`config.mk`:
```
export PLATFORM = sky130hd
export DESIGN_NAME = reg_file_dff
export DESIGN_NICKNAME = d
export VERILOG_FILES = /design/src/rtl/cpu_pkg.sv /design/src/rtl/reg_cell.sv /design/src/rtl/reg_file_dff.sv
export SDC_FILE = /design/constraint.sdc
export NUM_CORES = 1
export LEC_CHECK = 0
export ABC_AREA = 0
export CORE_MARGIN = 2
export CORE_UTILIZATION = 60
export CTS_CLUSTER_DIAMETER = 100
export DETAILED_ROUTE_END_ITERATION = 12
export HOLD_SLACK_MARGIN = 0.1
export PLACE_DENSITY = 0.89
export SLEW_MARGIN = 25
export SYNTH_ARGS = -nofsm -noshare
export SYNTH_HDL_FRONTEND = slang
export SYNTH_SLANG_ARGS = --single-unit
export TNS_END_PERCENT = 30
```
`constraint.sdc`:
```
create_clock -name clk -period 4.6 [get_ports clk]
set_input_delay 1.38 -clock clk [delete_from_list [all_inputs] [get_ports clk]]
set_output_delay 1.38 -clock clk [all_outputs]
set_load 0.03 [all_outputs]
```
`src/rtl/cpu_pkg.sv`:
```
// Shared datapath types and sizes for the 16-bit CPU register file.
package cpu_pkg;

  localparam int WIDTH_C = 16;
  localparam int AW_C    = 3;

  typedef logic [15:0] word_t;
  typedef logic [2:0]  reg_idx_t;

  localparam word_t ZERO_WORD = 16'h0000;

endpackage

```
`src/rtl/reg_cell.sv`:
```
// One WIDTH-bit edge-triggered storage register with load enable and async active-low clear.
module reg_cell
  import cpu_pkg::*;
#(
  parameter int WIDTH = WIDTH_C
) (
  input  logic             clk,
  input  logic             resetn,
  input  logic             load_i,
  input  logic [WIDTH-1:0] d_i,
  output logic [WIDTH-1:0] q_o
);

  logic [WIDTH-1:0] data_q;

  always_ff @(posedge clk or negedge resetn) begin
    if (!resetn) begin
      data_q <= '0;
    end else if (load_i) begin
      data_q <= d_i;
    end
  end

  assign q_o = data_q;

endmodule

```
`src/rtl/reg_file_dff.sv`:
```
// DEPTH x WIDTH register file: one write port, two combinational read ports, saturating write counter.
// Optional same-cycle write-to-read forwarding is enabled by defining RF_WRITE_BYPASS_EN.
module reg_file_dff
  import cpu_pkg::*;
#(
  parameter int WIDTH   = WIDTH_C,
  parameter int DEPTH   = 8,
  parameter int AW      = AW_C,
  parameter int ZERO_R0 = 0
) (
  input  logic             clk,
  input  logic             resetn,
  input  logic             wr_en,
  input  logic [AW-1:0]    wr_addr,
  input  logic [WIDTH-1:0] wr_data,
  input  logic [AW-1:0]    rd_addr_a,
  output logic [WIDTH-1:0] rd_data_a,
  input  logic [AW-1:0]    rd_addr_b,
  output logic [WIDTH-1:0] rd_data_b,
  output logic [7:0]       wr_count
);

  logic [WIDTH-1:0] regs_q [DEPTH];
  logic [DEPTH-1:0] load;
  logic             wr_accept;
  logic [7:0]       wr_count_q;
  logic [7:0]       wr_count_d;

  // With ZERO_R0, writes to r0 are dropped here so they neither store nor count.
  assign wr_accept = wr_en && !((ZERO_R0 != 0) && (wr_addr == '0));

  for (genvar gi = 0; gi < DEPTH; gi++) begin : g_cell
    assign load[gi] = wr_accept && (wr_addr == AW'(gi));

    reg_cell #(
      .WIDTH (WIDTH)
    ) u_cell (
      .clk    (clk),
      .resetn (resetn),
      .load_i (load[gi]),
      .d_i    (wr_data),
      .q_o    (regs_q[gi])
    );
  end

  always_comb begin
    rd_data_a = regs_q[rd_addr_a];
    rd_data_b = regs_q[rd_addr_b];
`ifdef RF_WRITE_BYPASS_EN
    if (wr_en && (rd_addr_a == wr_addr)) rd_data_a = wr_data;
    if (wr_en && (rd_addr_b == wr_addr)) rd_data_b = wr_data;
`endif
    // The zero-register rule overrides forwarding.
    if ((ZERO_R0 != 0) && (rd_addr_a == '0)) rd_data_a = '0;
    if ((ZERO_R0 != 0) && (rd_addr_b == '0)) rd_data_b = '0;
  end

  always_comb begin
    wr_count_d = wr_count_q;
    if (wr_accept && (wr_count_q != 8'hFF)) wr_count_d = wr_count_q + 8'd1;
  end

  always_ff @(posedge clk or negedge resetn) begin
    if (!resetn) begin
      wr_count_q <= 8'h00;
    end else begin
      wr_count_q <= wr_count_d;
    end
  end

  assign wr_count = wr_count_q;

  a_wr_addr_known : assert property (
    @(posedge clk) disable iff (!resetn) wr_en |-> !$isunknown(wr_addr)
  ) else $error("reg_file_dff: wr_addr unknown while wr_en=1");

endmodule

```
==> results of run 1 <==
## power breakdown
| group | switching [µW] | internal (µW) |
|---|---|---|
| logic | 561 | 672 |
| clock network | 480 | 976 |
| registers | 229 | 1480 |
## cell usage in the layout (no fill, tap or decap), drive strengths merged
master and instances:
mux2 164, dfrtp 136, mux4 64, clkdlybuf4s50 32, dlygate4sd2 29, buf 25
clkbuf 24, nand2 6, bufinv 4, clkinv 4, nand4 4, nand4b 3
a21oi 3, nor3 3, nor3b 2, nand3 2, nand2b 2, and3 1
and4 1, a211oi 1, xor2 1, mux2i 1, nor2 1, o21ai 1
xnor2 1, ha 1
## per-layer routing
layer / track usage / share of wire / up-vias
li1: - / - / 1841
met1: 0.344 / 0.40 / 2302
met2: 0.452 / 0.52 / 145
met3: 0.0510 / 0.046 / 41
met4: 0.120 / 0.033 / 0
met5: 0 / 0 / -
## flip-flops by register name, indices dropped and copies added, names as in the netlist
register	cells
g_cell.u_cell.q_o	128
wr_count	8
## cell families after synthesis
family,share of synthesized area
AOI/OAI and AO/OA,0.00381
muxes,0.456
xor gates and xnor gates,0.00242
adders and majority gates,0.00173
buffers and inverters,0.0301
DFF,0.471
and+or+nand+nor,0.0345
## critical path: stages
cell,delay [ns]
clkdlybuf4s50_1,0.51
buf_12,0.24
mux4_2,0.33
mux2_2,0.31
dlygate4sd2_1,0.37
## cell usage after synthesis
cell,n,area (µm²)
buf_6,10,113
nand2_1,6,22.5
mux4_2,64,1440
o21ai_0,1,5.00
mux2_2,155,1750
buf_2,6,30.0
mux2i_1,1,10.0
buf_1,6,22.5
dfrtp_1,136,3400
clkbuf_1,4,15.0
nand2b_1,1,6.26
nor3_4,2,32.5
and3_1,1,6.26
nor3_1,1,5.00
xor2_1,1,8.76
nand4b_4,3,71.3
nand3_1,2,10.0
xnor2_1,1,8.76
nand2b_4,1,13.8
a21oi_1,3,15.0
buf_4,3,22.5
and4_1,1,8.76
nand4_1,3,18.8
a211oi_1,1,7.51
buf_8,1,15.0
mux2_1,9,101
nor3b_4,2,37.5
ha_1,1,12.5
nand4_2,1,12.5
nor2_1,1,3.75
## path summary, 6_finish.rpt
kind / startpoint / end / cells after the start
worst max-delay path: rd_addr_a[1] / rd_data_a[9] / 5
worst min-delay path: g_cell[2].u_cell.q_o[6]$_DFFE_PN0P_ / g_cell[2].u_cell.q_o[6]$_DFFE_PN0P_ / 1
worst max register to register: wr_count[0]$_DFFE_PN0P_ / wr_count[1]$_DFFE_PN0P_ / 4
worst min register to register: g_cell[2].u_cell.q_o[6]$_DFFE_PN0P_ / g_cell[2].u_cell.q_o[6]$_DFFE_PN0P_ / 1
max in group asynchronous: resetn / g_cell[1].u_cell.q_o[5]$_DFFE_PN0P_ / 2
min in group asynchronous: resetn / g_cell[4].u_cell.q_o[15]$_DFFE_PN0P_ / 1
## repair_timing
item	4_1_cts	5_1_grt
resized for setup	29	0
endpoints found under the hold margin	0	0
setup buffers	0	0
setup endpoints to repair	29	0
## per-stage QoR
step / util / TNS (ns) / cells
2_1_floorplan: - / 0 / 428
3_3_place_gp: 0.683 / -2.91 / 631
3_5_place_dp: 0.683 / -3.06 / 631
4_1_cts: 0.734 / 0 / 663
5_1_grt: 0.734 / 0 / 663
6_report: 0.734 / 0 / 663
## area by class of cell
| class | instances | area, µm² | share of cell area |
|---|---|---|---|
| flip-flops and latches | 136 | 3400 | 0.391 |
| clock inverters | 8 | 140 | 0.0161 |
| well taps | 147 | 184 | 0.0211 |
| multi-input cells | 262 | 3600 | 0.414 |
| clock buffers | 24 | 502 | 0.0576 |
| repair buffers | 86 | 873 | 0.100 |
==> impl_results.md, run 1 <==
- Synth Warn #: 0
- Pre-antenna DRT Iters: 4
- Layout cells sized above 1: 0.548
- Clk sink count: 136
- # port buffers: 67
- Initial antenna violation count: 0
- Row cnt: 40
- Core Footprint: 11,900 µm²
- Worst endpoint required time: 3.22 ns
- Syn nets: 457
- Starting density of the core: 0.609
- Detailed Place HPWL: 9880 µm
- Per-cell routed wire length: 24.3 µm
- Startpoint types: primary input
- Final worst-path setup slack: 0.0726 ns
- I/O pin cnt: 68
- DIE AREA: 12,900 µm²
- Hold Fails Final Rpt: 0
- Vias in the first global route: 4,732
- Via/cell ratio: 6.53
- Final Setup Violations: 0
- DIE HEIGHT: 114 µm
- Internal reg-to-reg setup slack: 3.02 ns
- CTS Buf Count: 17
- Slew Viols, Final: 0
- Design Area, Final: 8710 µm²
- Leakage power: 0.00365 µW
- Worst hold path class: register to register
- Ant diodes: 0
- Status: finished clean
- H-tree levels: 4
- Nets: 532
- Worst Setup End Kind: output pin
- Root buffer cell: clkbuf_16
- GR Util All Layers: 0.269
- Total power: 4400 µW
- Distinct cells, synth: 30
- Area growth from synthesis to layout: 20.5%
- Drt first-iter violations: 228
- CP Max Fanout: 32
- Setup repair after global routing missed its margin: false
- Worst hold slack: 0.511 ns
- Critical Path AT: 3.15 ns
- Max Fclk: 221 MHz
- Synthesized instance count: 428
- Synth Register Bits: 136
- Final clock skew: 0.00526 ns
- CTS tree: yes
- Place WS: -0.137 ns
- Largest net degree at the start of global routing: 87
- Final min period: 4.53 ns
- Worst VDD drop: 0.367 mV
- Area post-placement: 8100 µm²
- Worst slew margin: 0.480
- Reg clk slew, reported paths: 0.05 ns
- Hold buffers post-CTS: 0
- Period utilization: 0.984
- Synthesized area: 7230 µm²
- Crit path kind: primary input to output pin
- Power per cell area: 505 nW/µm²
- DRC viols: 0
- Die extent in x: 114 µm
- Sequential fraction of the synthesis area: 0.471
- Worst slew pin tran: 0.779 ns
- Clk buf depth: 2
- Routed Antenna Nets: 0
- DR vias: 4,329
- First-pass GRT wire length: 25,600 µm
- Gr ovfl total: 0
- Max_cap viols: 0
- Routed WL: 16,100 µm
- # fillers: 683
- Synthesized area per cell: 16.9 µm²
- Gp weighted congestion: 0.820
- Clock Latency Late Sink: 0.42 ns
Power figures use the tool's default switching activity.
==> run 2, diff against run 1 <==
Settings changed: CORE_MARGIN 2 to not set.
==> run 2 against run 1 <==
Power up 1.6%. Global-route usage grew 2.0 points. Hold slack got worse by 0.0020 ns. Utilization rose by 1.9 points. Via count is essentially flat. Largest power group unchanged. Cell count is 1.2% lower. Setup slack got worse by 0.0075 ns. Sequential cell count stayed put. The flow now finishes with violations (DRC). Design area hardly changed.
==> impl_results.md, run 2 (synthesis gave the netlist of run 1 again) <==
- Status: finished with violations (was finished clean)
- Failing checks: DRC
- Gp weighted congestion: 0.747 (was 0.820)
- Largest net degree at the start of global routing: 86 (was 87)
- Final Setup Violations: 0 (unchanged)
- Initial antenna violation count: 0 (unchanged)
- Per-cell routed wire length: 25.0 µm (was 24.3 µm)
- Leakage power: 0.00364 µW (was 0.00365 µW)
- Row cnt: 39 (was 40)
- Reg2Reg Depth: 4 (unchanged)
- Worst VDD drop: 0.377 mV (was 0.367 mV)
- Internal reg-to-reg setup slack: 2.97 ns (was 3.02 ns)
- Period utilization: 0.986 (was 0.984)
- Top Usage Layer GRT: met2 (unchanged)
- Max_cap viols: 0 (unchanged)
- Die extent in x: 112 µm (was 114 µm)
- DIE HEIGHT: 112 µm (was 114 µm)
- First-pass GRT wire length: 26,700 µm (was 25,600 µm)
- Met2 Use GR: 0.488 (was 0.452)
- Starting density of the core: 0.625 (was 0.609)
- CTS Buf Count: 17 (unchanged)
- H-tree levels: 4 (unchanged)
- Pre-antenna DRT Iters: 10 (was 4)
- Layout cells sized above 1: 0.539 (was 0.548)
- Area growth from synthesis to layout: 20.5% (about the same)
- Worst Setup SP: rd_addr_a[1] (unchanged)
- Largest register FFs: 128 (unchanged)
- DR vias: 4,327 (was 4,329)
- Nets: 529 (was 532)
- CTS tree: yes (unchanged)
- Via/cell ratio: 6.61 (was 6.53)
- I/O pin cnt: 68 (unchanged)
- Setup repair after global routing missed its margin: false (unchanged)
- Worst hold path class: register to register (unchanged)
- Slew Viols, Final: 0 (unchanged)
- Gr ovfl total: 0 (unchanged)
- HP Start: g_cell[2].u_cell.q_o[6]$_DFFE_PN0P_ (unchanged)
- Crit path to: rd_data_a[7] (was rd_data_a[9])
- Vias in the first global route: 4,762 (was 4,732)
- Final worst-path setup slack: 0.0651 ns (was 0.0726 ns)
- Max Fclk: 221 MHz (about the same)
- RR Startpoint: wr_count[0]$_DFFE_PN0P_ (unchanged)
- Routed Antenna Nets: 0 (unchanged)
- Routed WL: 16,400 µm (was 16,100 µm)
- Number of setup buffers added after CTS: 0 (unchanged)
- Startpoint types: primary input (unchanged)
- Critical path depth in cells: 5 (unchanged)
- GR Util All Layers: 0.288 (was 0.269)
- Commonest cells after routing, fill and taps aside: mux2_2 (155), dfrtp_1 (136), mux4_2 (64) (unchanged)
- DRC viols: 3 (was 0)
- Worst slew pin tran: 0.770 ns (was 0.779 ns)
- Register Area: 3400 µm² (unchanged)
- CP top delay family: buffers and inverters (unchanged)
- Worst Path Buf+Inv: 3 (unchanged)
- Commonest non-fill, non-tap cell in the layout: mux2_2 (unchanged)
- Worst endpoint required time: 3.22 ns (about the same)
- GR Util met3: 0.0604 (was 0.0510)
- Core Footprint: 11,600 µm² (was 11,900 µm²)
- Final clock skew: 0.00241 ns (was 0.00526 ns)
- CP Max Fanout: 24 (was 32)
- Drt first-iter violations: 190 (was 228)
- Hold Fails Final Rpt: 0 (unchanged)
- Critical Path AT: 3.15 ns (about the same)
- DIE AREA: 12,500 µm² (was 12,900 µm²)
- CP max stage cell: clkdlybuf4s50_1 (unchanged)
- Reg2reg end: wr_count[1]$_DFFE_PN0P_ (unchanged)
- Total power: 4470 µW (was 4400 µW)
- Clk buf depth: 2 (unchanged)
- Final min period: 4.53 ns (about the same)
- Worst Setup End Kind: output pin (unchanged)
- Crit path kind: primary input to output pin (unchanged)
- Root buffer cell: clkbuf_16 (unchanged)
- Power per cell area: 513 nW/µm² (was 505 nW/µm²)
- Setup_tns: 0 ns (unchanged)
- CP max stage delay: 0.54 ns (was 0.51 ns)
- Worst slew margin: 0.487 (was 0.480)
- Place WS: -0.146 ns (was -0.137 ns)
- Worst-path cell chain: clkdlybuf4s50_1 -> buf_12 -> mux4_2 -> mux2_2 -> dlygate4sd2_1 (unchanged)
- Detailed Place HPWL: 10,100 µm (was 9880 µm)
- Met1 usage: 0.364 (was 0.344)
- Reg clk slew, reported paths: 0.05 ns (about the same)
- # port buffers: 67 (unchanged)
- Clk sink count: 136 (unchanged)
- # fillers: 638 (was 683)
- Ant diodes: 0 (unchanged)
- Clock Latency Late Sink: 0.41 ns (was 0.42 ns)
- Multi-input logic area: 3600 µm² (unchanged)
## run 2: final cells by class
cell class,instances,share of cell area
Timing Repair Buffer,83,0.0982
Multi-Input combinational cell,262,0.414
Clock buffer,24,0.0576
Sequential cell,136,0.391
Tap cell,143,0.0206
Clock inverter,7,0.0187
## run 2: worst reg2reg max path, delay by kind of cell (launching register included)
kind	cells	cell delay, ns
simple gates	1	0.11
compound gates	1	0.36
flops	1	0.42
fa+ha+maj	1	0.25
mux	1	0.38
## run 2: how the worst min path moves through the flow
stage,end,depth (start not counted)
6_report,g_cell[2].u_cell.q_o[6]$_DFFE_PN0P_,1
3_5_place_dp,g_cell[2].u_cell.q_o[6]$_DFFE_PN0P_,1
5_1_grt,g_cell[2].u_cell.q_o[2]$_DFFE_PN0P_,1
3_3_place_gp,g_cell[2].u_cell.q_o[6]$_DFFE_PN0P_,1
4_1_cts,g_cell[2].u_cell.q_o[6]$_DFFE_PN0P_,1
2_1_floorplan,g_cell[2].u_cell.q_o[11]$_DFFE_PN0P_,1
## run 2: per-layer routing
metal | vias up | part of all wire
li1 | 1829 | -
met1 | 2321 | 0.40
met2 | 147 | 0.53
met3 | 30 | 0.048
met4 | 0 | 0.021
met5 | - | 0
## run 2: power by group
group          leakage [µW]  switching [µW]  internal [µW]
clock network      0.000323             482           1030
logic               0.00168             565            669
registers           0.00163             243           1480
## run 2: metrics by stage
step / area [µm²] / utilization / hold slack, ns / cells
floorplan: 7230 / - / 0.470 / 428
global placement: 8080 / 0.698 / 0.480 / 624
detailed placement: 8080 / 0.698 / 0.500 / 624
CTS: 8700 / 0.752 / 0.515 / 655
global route: 8710 / 0.753 / 0.536 / 655
finish: 8710 / 0.753 / 0.509 / 655
## run 2: timing repair
item | in CTS | in global routing
endpoints found under the setup margin | 32 | 0
resized for setup | 32 | 0
hold buffers | 0 | 0
